===== config.mk =====
export PLATFORM = sky130hd
export DESIGN_NAME = noise_gate
export DESIGN_NICKNAME = d
export VERILOG_FILES = /design/src/rtl/noise_gate.sv
export SDC_FILE = /design/constraint.sdc
export NUM_CORES = 1
export LEC_CHECK = 0
export CORE_MARGIN = 1.5
export CORE_UTILIZATION = 56
export DETAILED_ROUTE_END_ITERATION = 10
export MAX_ROUTING_LAYER = met4
export PLACE_DENSITY = 0.76
export SKIP_LAST_GASP = 1
export SLEW_MARGIN = 20
export SYNTH_ARGS = -nofsm -noshare
export SYNTH_HDL_FRONTEND = slang
export SYNTH_SLANG_ARGS = --single-unit

===== constraint.sdc =====
create_clock -name clk -period 6.3 [get_ports clk]
set_input_delay 0.63 -clock clk [delete_from_list [all_inputs] [get_ports clk]]
set_output_delay 0.63 -clock clk [all_outputs]
set_load 0.005 [all_outputs]

===== src/rtl/noise_gate.sv =====
// noise_gate: sample-rate noise gate ahead of the distortion stage.
// Peak envelope follower, hysteresis thresholds, hold timer and linear
// attack/release gain ramps in Q(bits_per_level) fixed point.
// Optional macro NOISE_GATE_METER_EN adds the env_level meter output.
module noise_gate #(
  parameter int unsigned bits_per_level = 12,
  parameter int unsigned HOLD_SAMPLES   = 480,
  parameter int unsigned DECAY_SHIFT    = 8
) (
  input  logic               clk,
  input  logic               rst,
  input  logic               in_valid,
  input  logic signed [15:0] in_signal,
  input  logic        [15:0] open_thresh,
  input  logic        [15:0] close_thresh,
  input  logic        [15:0] attack_step,
  input  logic        [15:0] release_step,
  output logic               out_valid,
  output logic signed [15:0] out_signal,
  output logic               gate_open
`ifdef NOISE_GATE_METER_EN
  ,
  output logic        [15:0] env_level
`endif
);

  localparam int unsigned DataW = 16;
  localparam int unsigned GainW = bits_per_level + 1;
  localparam int unsigned SumW  = ((GainW > DataW) ? GainW : DataW) + 1;
  localparam int unsigned HoldW = (HOLD_SAMPLES < 2) ? 1 : $clog2(HOLD_SAMPLES + 1);
  localparam int unsigned ProdW = 32;

  localparam logic [GainW-1:0] Unity = {1'b1, {bits_per_level{1'b0}}};

  typedef enum logic [2:0] {
    ST_CLOSED,
    ST_ATTACK,
    ST_OPEN,
    ST_HOLD,
    ST_RELEASE
  } state_e;

  state_e                    state_q, state_d;
  logic        [DataW-1:0]   env_q;
  logic        [GainW-1:0]   gain_q, gain_d;
  logic        [HoldW-1:0]   hold_q, hold_d;
  logic signed [DataW-1:0]   x_q;
  logic                      valid_q;
  logic                      gate_open_q;
  logic                      out_valid_q;
  logic signed [DataW-1:0]   out_signal_q;

  logic [DataW-1:0] abs_x;
  logic [DataW-1:0] env_dec;
  logic [DataW-1:0] env_next;
  logic [DataW-1:0] atk_step;
  logic [DataW-1:0] rel_step;
  logic [SumW-1:0]  gain_sum;
  logic [GainW-1:0] gain_up;
  logic [GainW-1:0] gain_dn;

  // Magnitude of the incoming sample; the most negative code clips to 32767
  always_comb begin
    abs_x = in_signal;
    if (in_signal == 16'sh8000) begin
      abs_x = 16'h7fff;
    end else if (in_signal[DataW-1]) begin
      abs_x = DataW'(-in_signal);
    end
  end

  // Peak envelope: instant attack, proportional release with a floor of one LSB
  always_comb begin
    env_dec = env_q >> DECAY_SHIFT;
    if (env_dec == '0) begin
      env_dec = DataW'(1);
    end
    if (abs_x >= env_q) begin
      env_next = abs_x;
    end else if (env_q != '0) begin
      env_next = env_q - env_dec;
    end else begin
      env_next = '0;
    end
  end

  // Saturating gain ramps; a zero step behaves as a single-LSB step
  always_comb begin
    atk_step = (attack_step == '0) ? DataW'(1) : attack_step;
    rel_step = (release_step == '0) ? DataW'(1) : release_step;
    gain_sum = SumW'(gain_q) + SumW'(atk_step);
    gain_up  = (gain_sum >= SumW'(Unity)) ? Unity : GainW'(gain_sum);
    gain_dn  = (SumW'(gain_q) > SumW'(rel_step)) ?
               GainW'(SumW'(gain_q) - SumW'(rel_step)) : '0;
  end

  // Gate state machine: next state, gain and hold counter
  always_comb begin
    state_d = state_q;
    gain_d  = gain_q;
    hold_d  = hold_q;
    unique case (state_q)
      ST_CLOSED: begin
        gain_d = '0;
        if (env_next >= open_thresh) begin
          state_d = ST_ATTACK;
          gain_d  = gain_up;
        end
      end
      ST_ATTACK: begin
        gain_d = gain_up;
        if (env_next < close_thresh) begin
          state_d = ST_RELEASE;
        end else if (gain_up == Unity) begin
          state_d = ST_OPEN;
        end
      end
      ST_OPEN: begin
        gain_d = Unity;
        if (env_next < close_thresh) begin
          state_d = ST_HOLD;
          hold_d  = HoldW'(HOLD_SAMPLES);
        end
      end
      ST_HOLD: begin
        gain_d = Unity;
        if (env_next >= open_thresh) begin
          state_d = ST_OPEN;
        end else if (hold_q <= HoldW'(1)) begin
          state_d = ST_RELEASE;
          hold_d  = '0;
        end else begin
          hold_d = hold_q - HoldW'(1);
        end
      end
      ST_RELEASE: begin
        if (env_next >= open_thresh) begin
          state_d = ST_ATTACK;
          gain_d  = gain_up;
        end else begin
          gain_d = gain_dn;
          if (gain_dn == '0) begin
            state_d = ST_CLOSED;
          end
        end
      end
      default: begin
        state_d = ST_CLOSED;
        gain_d  = '0;
        hold_d  = '0;
      end
    endcase
  end

  // Stage 1: capture sample, envelope, state and gain on each input strobe
  always_ff @(posedge clk or posedge rst) begin
    if (rst) begin
      state_q     <= ST_CLOSED;
      env_q       <= '0;
      gain_q      <= '0;
      hold_q      <= '0;
      x_q         <= '0;
      gate_open_q <= 1'b0;
      valid_q     <= 1'b0;
    end else begin
      valid_q <= in_valid;
      if (in_valid) begin
        state_q     <= state_d;
        env_q       <= env_next;
        gain_q      <= gain_d;
        hold_q      <= hold_d;
        x_q         <= in_signal;
        gate_open_q <= (state_d != ST_CLOSED);
      end
    end
  end

  // Stage 2: apply gain; gain never exceeds unity so the result always fits
  always_ff @(posedge clk or posedge rst) begin
    if (rst) begin
      out_valid_q  <= 1'b0;
      out_signal_q <= '0;
    end else begin
      out_valid_q <= valid_q;
      if (valid_q) begin
        out_signal_q <= DataW'((ProdW'(x_q) * $signed(ProdW'(gain_q))) >>> bits_per_level);
      end
    end
  end

  assign out_valid  = out_valid_q;
  assign out_signal = out_signal_q;
  assign gate_open  = gate_open_q;

`ifdef NOISE_GATE_METER_EN
  assign env_level = env_q;
`endif

endmodule


-- After elaboration in Yosys (flattened, before gate mapping)
Cells that the tools add are included.
Widths: inputs -> output; s select.
- input port bits: 83
- register bits: 76
- logic and storage cells: 65
- output and inout port bits: 18
- reductions and logical operators: 10
- $lt $le $gt $ge: 6
- mux-type cells: 25
- bitwise operators: 1
- $mul: 1
- equality and inequality tests: 8
- $add $sub $neg: 5
- operator list (operator ; count):
    $mux 16 ; 6
    $mux 13 ; 4
    $pmux 13 s4 ; 1
    $logic_not 16->1 ; 3
    $ge 16x16->1 ; 2
    $mul 16x14->28 ; 1
    $mux 9 ; 3
    $pmux 9 s3 ; 1
    $mux 3 ; 8
    $add 13x16->17 ; 1
    $ge 17x13->1 const B ; 1
    $eq 16x16->1 const B ; 1
    $gt 13x16->1 ; 1
    $lt 16x16->1 ; 1
    $neg 16->16 ; 1
    $reduce_bool 16->1 ; 1
    $sub 16x16->16 ; 1
    $pmux 3 s5 ; 1
    $eq 13x13->1 const B ; 1
    $logic_not 13->1 ; 1
    $sub 13x13->13 ; 1
    $le 9x1->1 const B ; 1
    $sub 9x1->9 const B ; 1
    $mux 8 ; 1
    other kinds (10) ; 12

-- Logic depth before layout (Yosys ltp)
Gate-level depths: netlist of the first run.
- word-level depth: 10
- mapped depth: 26
- depth with buffers taken out: 25

-- Worst setup path before layout of the first run
No wires, ideal clock.
- path kind: reg2reg
- start point: register gain_q[4]
- end point: register out_signal_q[13], in the netlist out_signal[13]
- setup time: 0.120 ns
- slack: -0.085 ns
- stages on the path, launching flop included: 23
- required time: 6.180 ns
- arrival time: 6.265 ns
- path buffers: 2
- clock period less this slack: 6.385 ns
- cells stage by stage: dfrtp_1 clkbuf_1 clkbuf_1 nand2_1 fa_1 inv_1 fa_1 fa_1 inv_1 fa_1 fa_1 inv_1 fa_1 ha_1 a21o_1 a21oi_1 o21ai_0 a31o_2 a211oi_2 o21ai_0 o21a_1 or3_1 a31o_2
- word-level cells in the longest chain between the ends: 1
- RTL lines (item ; line ; source):
    start, declared ; 45 ; logic [GainW-1:0] gain_q, gain_d;
    start signal, assigned ; 170 ; gain_q <= gain_d;
    $mul 16x14->28 ; 186 ; out_signal_q <= DataW'((ProdW'(x_q) * $signed(ProdW'(gain_q))) >>> bits_per_level);
    end signal, assigned ; 186 ;
    end, declared ; 51 ; logic signed [DataW-1:0] out_signal_q;
No other way between the ends.
A chain may end at the register's enable or synchronous reset.

-- Final worst setup path of the first run
- start point: register gain_q[2]
- end point: register out_signal_q[15], in the netlist out_signal[15]
Same word-level chain as after synthesis.

==> metrics, run 1 <==
top_reg_cell synth dfrtp_1; min setup slack post-route around 0.17 ns; Flop pwr share between 10% and 20%; P_sw about 0.0021 W; Ys Warns 0; Crit. End Element flip-flop; DR vias/cell about 5.6; Post-Syn Nets 2,020; Critical Path RT roughly 6.5 ns; final worst-path cycle share 97.3%; post-synthesis sequential area ratio 13.6%; PD cells 276 nW/µm²; Synth Cell Area 14,000 µm²; commonest non-fill, non-tap cell in the layout inv_1; Comb pwr share 70.0%; antenna violations before repair 0; Async SR Flop Fraction 100%; Synth area leaders fa_1, dfrtp_1, ha_1, inv_1, and2_1; endpoints failing hold 0; EDFF count, synth 0; slowest cell delay on critical path 0.53 ns; Row Count 57; Yosys cell types 66; crit path max fanout 8; share of the synthesized area in the top cell type 27.7%; leakage power of the design 8.37 nW; Multi-input gate area 10,800 µm²; CTS sink count between 70 and 80; hold_ws about 0.5 ns; drt first pass iters 7; H-tree depth 3; antenna viol nets, final 0; switching share of power 46.3%; minimum clock period after layout 6.13 ns; TNS Setup 0 ns; critical path cell sequence buf_4 > nand2_1 > fa_1 > inv_1 > fa_1 > inv_1 > fa_1 > inv_1 > fa_1 > fa_1 > fa_1 > ha_1 > a21oi_2 > o211ai_1 > a31o_2 > a211oi_4 > buf_4 > o211ai_1 > a31oi_1 > xnor2_1 > mux2_2; DR WL/cell between 15 and 20 µm; pre-CTS setup slack -0.265 ns; Post-Syn Area per Cell 8.80 µm²; Initial Util roughly 57%; VDD IR max 0.256 mV; Data arrival, critical path roughly 6.4 ns; synth-to-layout area growth 18.0%; Hold-fix buffers, CTS 0; fin. max-slew vios 0; FILL cells 1,992; TritonCTS Buffers 9; gpl congestion ~0.93; clock group share of total power 12.1%; number of global-route vias before repair 12,700; Placed Cells 2,066; status finished clean; CTS tree done; Synth Instances approximately 1,600; commonest non-fill, non-tap cells in the layout inv_1, fa_1, nand2_1, ha_1, buf_4; Rel. slew slack 47.6%; detailed-route DRC error count 0; Cell Int Power around 0.0024 W; n_diodes 0; port buffer count 100; NumNets Final 2,189; largest net degree at the start of global routing a little under 80; CTS root buffer clkbuf_16; die height 161 µm; initial DRC count 665; core area 24,500 µm²; GRT Overall Usage 30.1%; Final Util 67.6%; Skew-Pair Late Insertion Delay 0.36 ns; number of max-cap violations 0; Reg clk slew, reported paths around 0.080 ns; Yosys reg bits 76; most used cell, CP fa_1; global-route wire length before repair 60,600 µm; Reg area 1910 µm²; vias after detailed routing ~12,000; total grt overflow 0; layout cell share with drive strength beyond 1 12.9%; die area 26,000 µm²; Clock Skew 0.00963 ns; Detail Placement HPWL 29,000 µm; DRT Wirelength 35,500 µm; R2R Setup Slk 0.17 ns; clock tree buffer depth 2; Slowest-stage cell, CP fa_1; CP Launch Type flip-flop; critical setup path kind reg -> reg; actual slew at the worst max-slew pin slightly below 0.8 ns; worst min-delay path category reg -> reg; f_max 163 MHz; top cell type by total area after synthesis fa_1; fin cells 2,090; Chip Width 161 µm; io pins 101; # setup viols final 0
[state kept, by name, summed over array words and instances, names as in the netlist]
name / flops
out_signal: 16
env_q: 16
gate_open: 1
x_q: 16
hold_q: 9
out_valid: 1
gain_q: 13
state_q: 3
valid_q: 1
[worst paths after layout]
check,startpoint,to,cells after the start
max,gain_q[2],out_signal[15],21
min,out_signal[12],out_signal[12],2
max reg2reg,gain_q[2],out_signal[15],21
min reg2reg,out_signal[12],out_signal[12],2
max in group asynchronous,rst,gain_q[2],3
min in group asynchronous,rst,out_signal[14],3
[stage by stage]
step	instance area, µm²	total power [W]
floorplan	14000	0.00279
global placement	16000	0.00383
detailed placement	16000	0.00392
CTS	16400	0.00450
global route	16500	0.00501
finish	16500	0.00456
[layer usage]
layer,routed length [µm],track usage (%)
met1,15300,37.6
met2,17800,51.4
met3,1390,2.54
met4,1060,10.5
met5,0,-
[layout make-up]
type	instances	area share, %
repair buffers	227	11.9
inverters	302	6.86
well taps	324	2.45
multi-input cells	1145	65.4
flip-flops and latches	76	11.5
clock buffers	9	1.36
clock inverters	7	0.462
[synthesized netlist by cell type (12+ instances only)]
cell / instances
a21o_1: 27
a21oi_1: 57
and2_1: 114
clkbuf_1: 67
dfrtp_1: 76
fa_1: 194
ha_1: 151
inv_1: 302
mux2_2: 34
nand2_1: 167
nand3_1: 17
nand4_1: 13
nor2_1: 41
nor2b_1: 12
nor3_1: 31
o21ai_0: 53
o31ai_1: 14
xnor2_1: 45
xor2_1: 19
[power groups by stage]
stage	sequential, W	combinational, W	clock, W
floorplan	0.000755	0.00204	0
global placement	0.000819	0.00301	0
detailed placement	0.000822	0.00310	0
CTS	0.000814	0.00313	0.000556
global route	0.000839	0.00360	0.000575
finish	0.000820	0.00319	0.000551
[critical path: cells and delay by family (launching register included)]
kind | cells | cell delay, ns
xor gates and xnor gates | 1 | 0.09
AOI/OAI and AO/OA | 6 | 1.33
muxes | 1 | 0.26
and+or+nand+nor | 1 | 0.08
adders and majority gates | 7 | 3.28
DFF | 1 | 0.43
buffers and inverters | 5 | 0.53
[cell families (layout without fill, tap and decap cells)]
kind of cell | count (synthesis) | count (layout) | share of synthesized area [%]
buffers and inverters | 371 | 545 | 9.96
flip-flops | 76 | 76 | 13.6
AO/OA/AOI/OAI | 237 | 237 | 11.2
multiplexers | 38 | 38 | 3.02
adder cells (fa/ha/maj) | 345 | 345 | 41.2
XOR/XNOR | 64 | 64 | 4.00
AND/OR/NAND/NOR | 461 | 461 | 17.0
[timing repair]
item	CTS	global route
setup buffers	0	8
setup endpoints to repair	2	34
gates resized for setup	2	38
cloned	0	0
pin swaps	0	19
Note: power is estimated with default switching activity, not from simulation.
==> run 2: changes to the inputs <==
==> constraint.sdc (replaced) <==
create_clock -name clk -period 6.3 [get_ports clk]
set_input_delay 1.89 -clock clk [delete_from_list [all_inputs] [get_ports clk]]
set_output_delay 1.89 -clock clk [all_outputs]
set_load 0.005 [all_outputs]
==> metrics, run 2 (synthesis gave the netlist of run 1 again) <==
Cell Int Power about 0.0029 W; GRT Overall Usage 30.7%; Row Count 57; Chip Width 161 µm; Data arrival, critical path just under 7 ns; die height ~160 µm; Flop pwr share 15.6%; initial DRC count ~720; synth-to-layout area growth 25.0%; leakage power of the design 8.73 nW; Clock Skew about 0.01 ns; Initial Util 57.3%; FILL cells 1,836; VDD IR max 0.328 mV; switching share of power 46.1%; Multi-input gate area roughly 11,000 µm²; DR WL/cell 17.9 µm; CTS sink count 76; Slowest-stage cell, CP or4_4; global-route wire length before repair approximately 62,000 µm; io pins 101; port buffer count 100; total power 0.00532 W; worst min-delay path category reg -> reg; Critical Path RT 6.53 ns; H-tree depth 3; fin. max-slew vios 0; Rel. slew slack about a third; NumNets Final roughly 2,200; TNS Setup -6.28 ns; Crit. End Element flip-flop; DR vias/cell 5.68; Post-DP Area 16,300 µm²; endpoints failing hold 0; TritonCTS Buffers 9; f_max 151 MHz; Detail Placement HPWL 29,700 µm; detailed-route DRC error count 0; Final Cell Area 17,500 µm²; crit path max fanout 7; total grt overflow 0; core area 24,500 µm²; failing checks setup timing; commonest non-fill, non-tap cells in the layout inv_1, fa_1, buf_4, nand2_1, ha_1; slowest cell delay on critical path 0.58 ns; P_sw 0.00245 W; layout cell share with drive strength beyond 1 a little under 20%; clock group share of total power 10.3%; final worst-path cycle share 105%; Hold-fix buffers, CTS 0; CTS tree done; status complete, but fails checks; antenna violations before repair 0; antenna viol nets, final 0; vias after detailed routing 12,200; actual slew at the worst max-slew pin 0.981 ns; CTS root buffer clkbuf_16; commonest non-fill, non-tap cell in the layout inv_1; Comb pwr share 74.1%; Skew-Pair Late Insertion Delay 0.35 ns; # setup viols final 26; number of global-route vias before repair around 13,000; critical setup path kind in -> reg; PD cells 304 nW/µm²; min setup slack post-route -0.324 ns; number of max-cap violations 0; die area 26,000 µm²; n_diodes 0; minimum clock period after layout 6.62 ns; DRT Wirelength 38,300 µm; largest net degree at the start of global routing 64; Reg clk slew, reported paths 0.07 ns; clock tree buffer depth 2; RSZ-0062 raised after global routing yes; gpl congestion 0.951; drt first pass iters 5; Reg area 1910 µm²; CP Launch Type input pin
run 2: cell count changes in the layout (fill, tap and decap cells not counted), moves of 11 or more:
cell	previous run	this run
a21oi_2	3	14
o21ai_0	46	28
a21oi_1	54	42
o21ai_1	6	18
ha_1	150	138
buf_4	123	164
nand2_1	163	151
buf_6	2	18
clkdlybuf4s50_1	99	85
run 2: critical path, delay by kind of cell:
family                   cells  cell delay, ns
AND/OR/NAND/NOR             10            2.13
AO/OA/AOI/OAI               10            1.61
buffers and inverters        5            0.70
adder cells (fa/ha/maj)      2            0.49
run 2: power by group through the flow:
stage	logic (W)	registers (W)	clock network [W]
after detailed placement	0.00321	0.000823	0
after global placement	0.00312	0.000819	0
final	0.00394	0.000827	0.000548
after CTS	0.00356	0.000818	0.000555
after global routing	0.00434	0.000847	0.000571
after floorplan	0.00213	0.000755	0
run 2: per-layer routing:
| metal | wire length, µm | vias up | global-route usage (%) | part of all wire [%] |
|---|---|---|---|---|
| met1 | 15700 | 6075 | 38.5 | 41 |
| met5 | 0 | - | - | 0 |
| met4 | 1270 | 0 | 9.43 | 3.3 |
| met2 | 19300 | 388 | 52.5 | 50 |
| met3 | 1940 | 116 | 3.31 | 5.1 |
| li1 | - | 5588 | - | - |
run 2: repair_timing:
item	CTS	global route
resized for setup	112	93
setup endpoints to repair	28	34
pin swaps	49	52
buffers inserted	23	20
cloned	2	1
run 2: cell type report:
class / count / area share, %
Multi-Input combinational cell: 1147 / 65.2
Clock buffer: 10 / 1.31
Clock inverter: 6 / 0.407
Timing Repair Buffer: 277 / 13.4
Sequential cell: 76 / 10.9
Tap cell: 324 / 2.32
Inverter: 302 / 6.48
run 2: worst paths after layout:
kind | endpoint | depth (start not counted) | slack [ns] | startpoint
setup / recovery | hold_q[1] | 27 | -0.32 | in_signal[10]
hold / removal | out_signal[12] | 2 | 0.49 | out_signal[12]
setup reg to reg | out_signal[13] | 21 | 0.18 | x_q[6]
hold reg to reg | out_signal[12] | 2 | 0.49 | out_signal[12]
max in group asynchronous | x_q[7] | 3 | 3.26 | rst
min in group asynchronous | out_signal[14] | 2 | 2.05 | rst
run 2: metrics by stage:
step,utilization (%),setup WS [ns],std cells,hold WS [ns]
floorplan,-,-0.184,1592,0.352
global placement,66.5,-0.986,2083,0.472
detailed placement,66.5,-1.13,2083,0.476
CTS,69.4,-0.168,2123,0.489
global route,71.6,-0.499,2142,0.514
finish,71.6,-0.324,2142,0.489
==> run 3: changes to the inputs <==
--- a/config.mk
+++ b/config.mk
@@ -5,13 +5,14 @@
 export SDC_FILE = /design/constraint.sdc
 export NUM_CORES = 1
 export LEC_CHECK = 0
+export CAP_MARGIN = 20
 export CORE_MARGIN = 1.5
 export CORE_UTILIZATION = 56
 export DETAILED_ROUTE_END_ITERATION = 10
 export MAX_ROUTING_LAYER = met4
 export PLACE_DENSITY = 0.76
 export SKIP_LAST_GASP = 1
-export SLEW_MARGIN = 20
+export SLEW_MARGIN = 25
 export SYNTH_ARGS = -nofsm -noshare
 export SYNTH_HDL_FRONTEND = slang
 export SYNTH_SLANG_ARGS = --single-unit
==> metrics, run 3 (synthesis gave the netlist of run 1 again) <==
die area between 20,000 and 30,000 µm²; clock tree buffer depth 2; CTS sink count 76; initial DRC count 721; CP Launch Type input pin; critical setup path kind in -> reg; Placed Cells 2,083; f_max approximately 150 MHz; Final Cell Area 17,500 µm²; commonest non-fill, non-tap cell in the layout inv_1; minimum clock period after layout about 6.6 ns; CTS tree done; actual slew at the worst max-slew pin 0.820 ns; Clock Skew 0.00996 ns; critical path buffer and inverter count 5; global-route wire length before repair 62,100 µm; CTS root buffer clkbuf_16; io pins 101; drt first pass iters 5; Hold-fix buffers, CTS 0; antenna violations before repair 0; largest net degree at the start of global routing 64; Final Util between 70% and 80%; H-tree depth 3; Skew-Pair Late Insertion Delay 0.35 ns; n_diodes 0; Rel. slew slack 45.3%; final worst-path cycle share 105%; gpl congestion 0.951; DR vias/cell approximately 5.7; leakage power of the design slightly below 9 nW; Reg clk slew, reported paths ~0.070 ns; min setup slack post-route -0.324 ns; core area 24,500 µm²; Detail Placement HPWL 29,700 µm; status complete, but fails checks; Crit. End Element flip-flop; Initial Util 57.3%; synth-to-layout area growth 25.0%; vias after detailed routing 12,200; crit path max fanout 7; endpoints failing hold 0; DRT Wirelength 38,300 µm; layout cell share with drive strength beyond 1 roughly 20%; Critical Path RT 6.53 ns; NumNets Final 2,241; total grt overflow 0; Chip Width 161 µm; # setup viols final 26; VDD IR max 0.328 mV; GRT Overall Usage 30.7%; slowest cell delay on critical path 0.58 ns; number of global-route vias before repair 12,900; RSZ-0062 raised after global routing yes; fin. max-slew vios 0; detailed-route DRC error count 0; port buffer count 100; fin cells 2,142; commonest non-fill, non-tap cells in the layout inv_1, fa_1, buf_4, nand2_1, ha_1; PD cells 304 nW/µm²; Top delay family on crit path simple AND/OR/NAND/NOR gates; Row Count 57; total power 0.00532 W; Slowest-stage cell, CP or4_4; DR WL/cell about 18 µm; die height between 150 and 200 µm; Data arrival, critical path 6.85 ns; Post-DP Area between 15,000 and 20,000 µm²; worst min-delay path category reg -> reg; number of max-cap violations 0; TritonCTS Buffers 9; antenna viol nets, final 0; failing checks setup timing
==> run 3: cell count changes in the layout (fill, tap and decap cells not counted), sizes merged <==
cell    delta
clkinv     -1
inv        +1
==> run 3: what timing repair did <==
| item | in CTS | in global routing |
|---|---|---|
| gates resized for setup | 112 | 93 |
| cloned | 2 | 1 |
| hold endpoints to repair | 0 | 0 |
| buffers inserted | 23 | 20 |
| pin swaps | 49 | 52 |
| setup endpoints to repair | 28 | 34 |
==> run 3: layout make-up <==
type / count / area [µm²]
repair buffers: 277 / 2340
well taps: 324 / 405
fillers: 1835 / 6960
clock buffers: 10 / 229
multi-input cells: 1147 / 11400
flip-flops and latches: 76 / 1910
clock inverters: 6 / 71.3
inverters: 302 / 1140
==> run 3: worst paths after layout <==
check | endpoint | slack (ns) | cells past startpoint | startpoint
setup / recovery | hold_q[1] | -0.32 | 27 | in_signal[10]
hold / removal | out_signal[12] | 0.49 | 2 | out_signal[12]
setup reg to reg | out_signal[13] | 0.18 | 21 | x_q[6]
hold reg to reg | out_signal[12] | 0.49 | 2 | out_signal[12]
max in group asynchronous | x_q[7] | 3.38 | 3 | rst
min in group asynchronous | out_signal[14] | 2.00 | 2 | rst
==> run 3: worst register-to-register path: cells and delay by family (launching register included) <==
family	cells	cell delay, ns
and+or+nand+nor	3	0.56
buffers and inverters	4	0.41
DFF	1	0.47
AOI/OAI and AO/OA	7	1.34
adders and majority gates	7	3.24
==> run 3: stage by stage <==
| stage | TNS (ns) | worst slack (ns) | hold slack, ns |
|---|---|---|---|
| 2_1_floorplan | -2.49 | -0.184 | 0.352 |
| 3_3_place_gp | -23.36 | -0.986 | 0.472 |
| 3_5_place_dp | -27.78 | -1.13 | 0.476 |
| 4_1_cts | -1.63 | -0.168 | 0.489 |
| 5_1_grt | -10.88 | -0.499 | 0.514 |
| 6_report | -6.30 | -0.324 | 0.489 |
==> run 3: power breakdown <==
group | total [W] | switching, W | internal (W)
combinational | 0.00394 | 0.00202 | 0.00192
clock | 0.000548 | 0.000237 | 0.000311
sequential | 0.000828 | 0.000193 | 0.000635
==> run 3: per-layer routing <==
| metal | GRT usage (%) | share of wire (%) | up-vias | routed length (µm) |
|---|---|---|---|---|
| li1 | - | - | 5588 | - |
| met1 | 38.5 | 41 | 6074 | 15700 |
| met2 | 52.5 | 50 | 400 | 19300 |
| met3 | 3.31 | 5.2 | 116 | 1990 |
| met4 | 9.43 | 3.3 | 0 | 1270 |
| met5 | - | 0 | - | 0 |
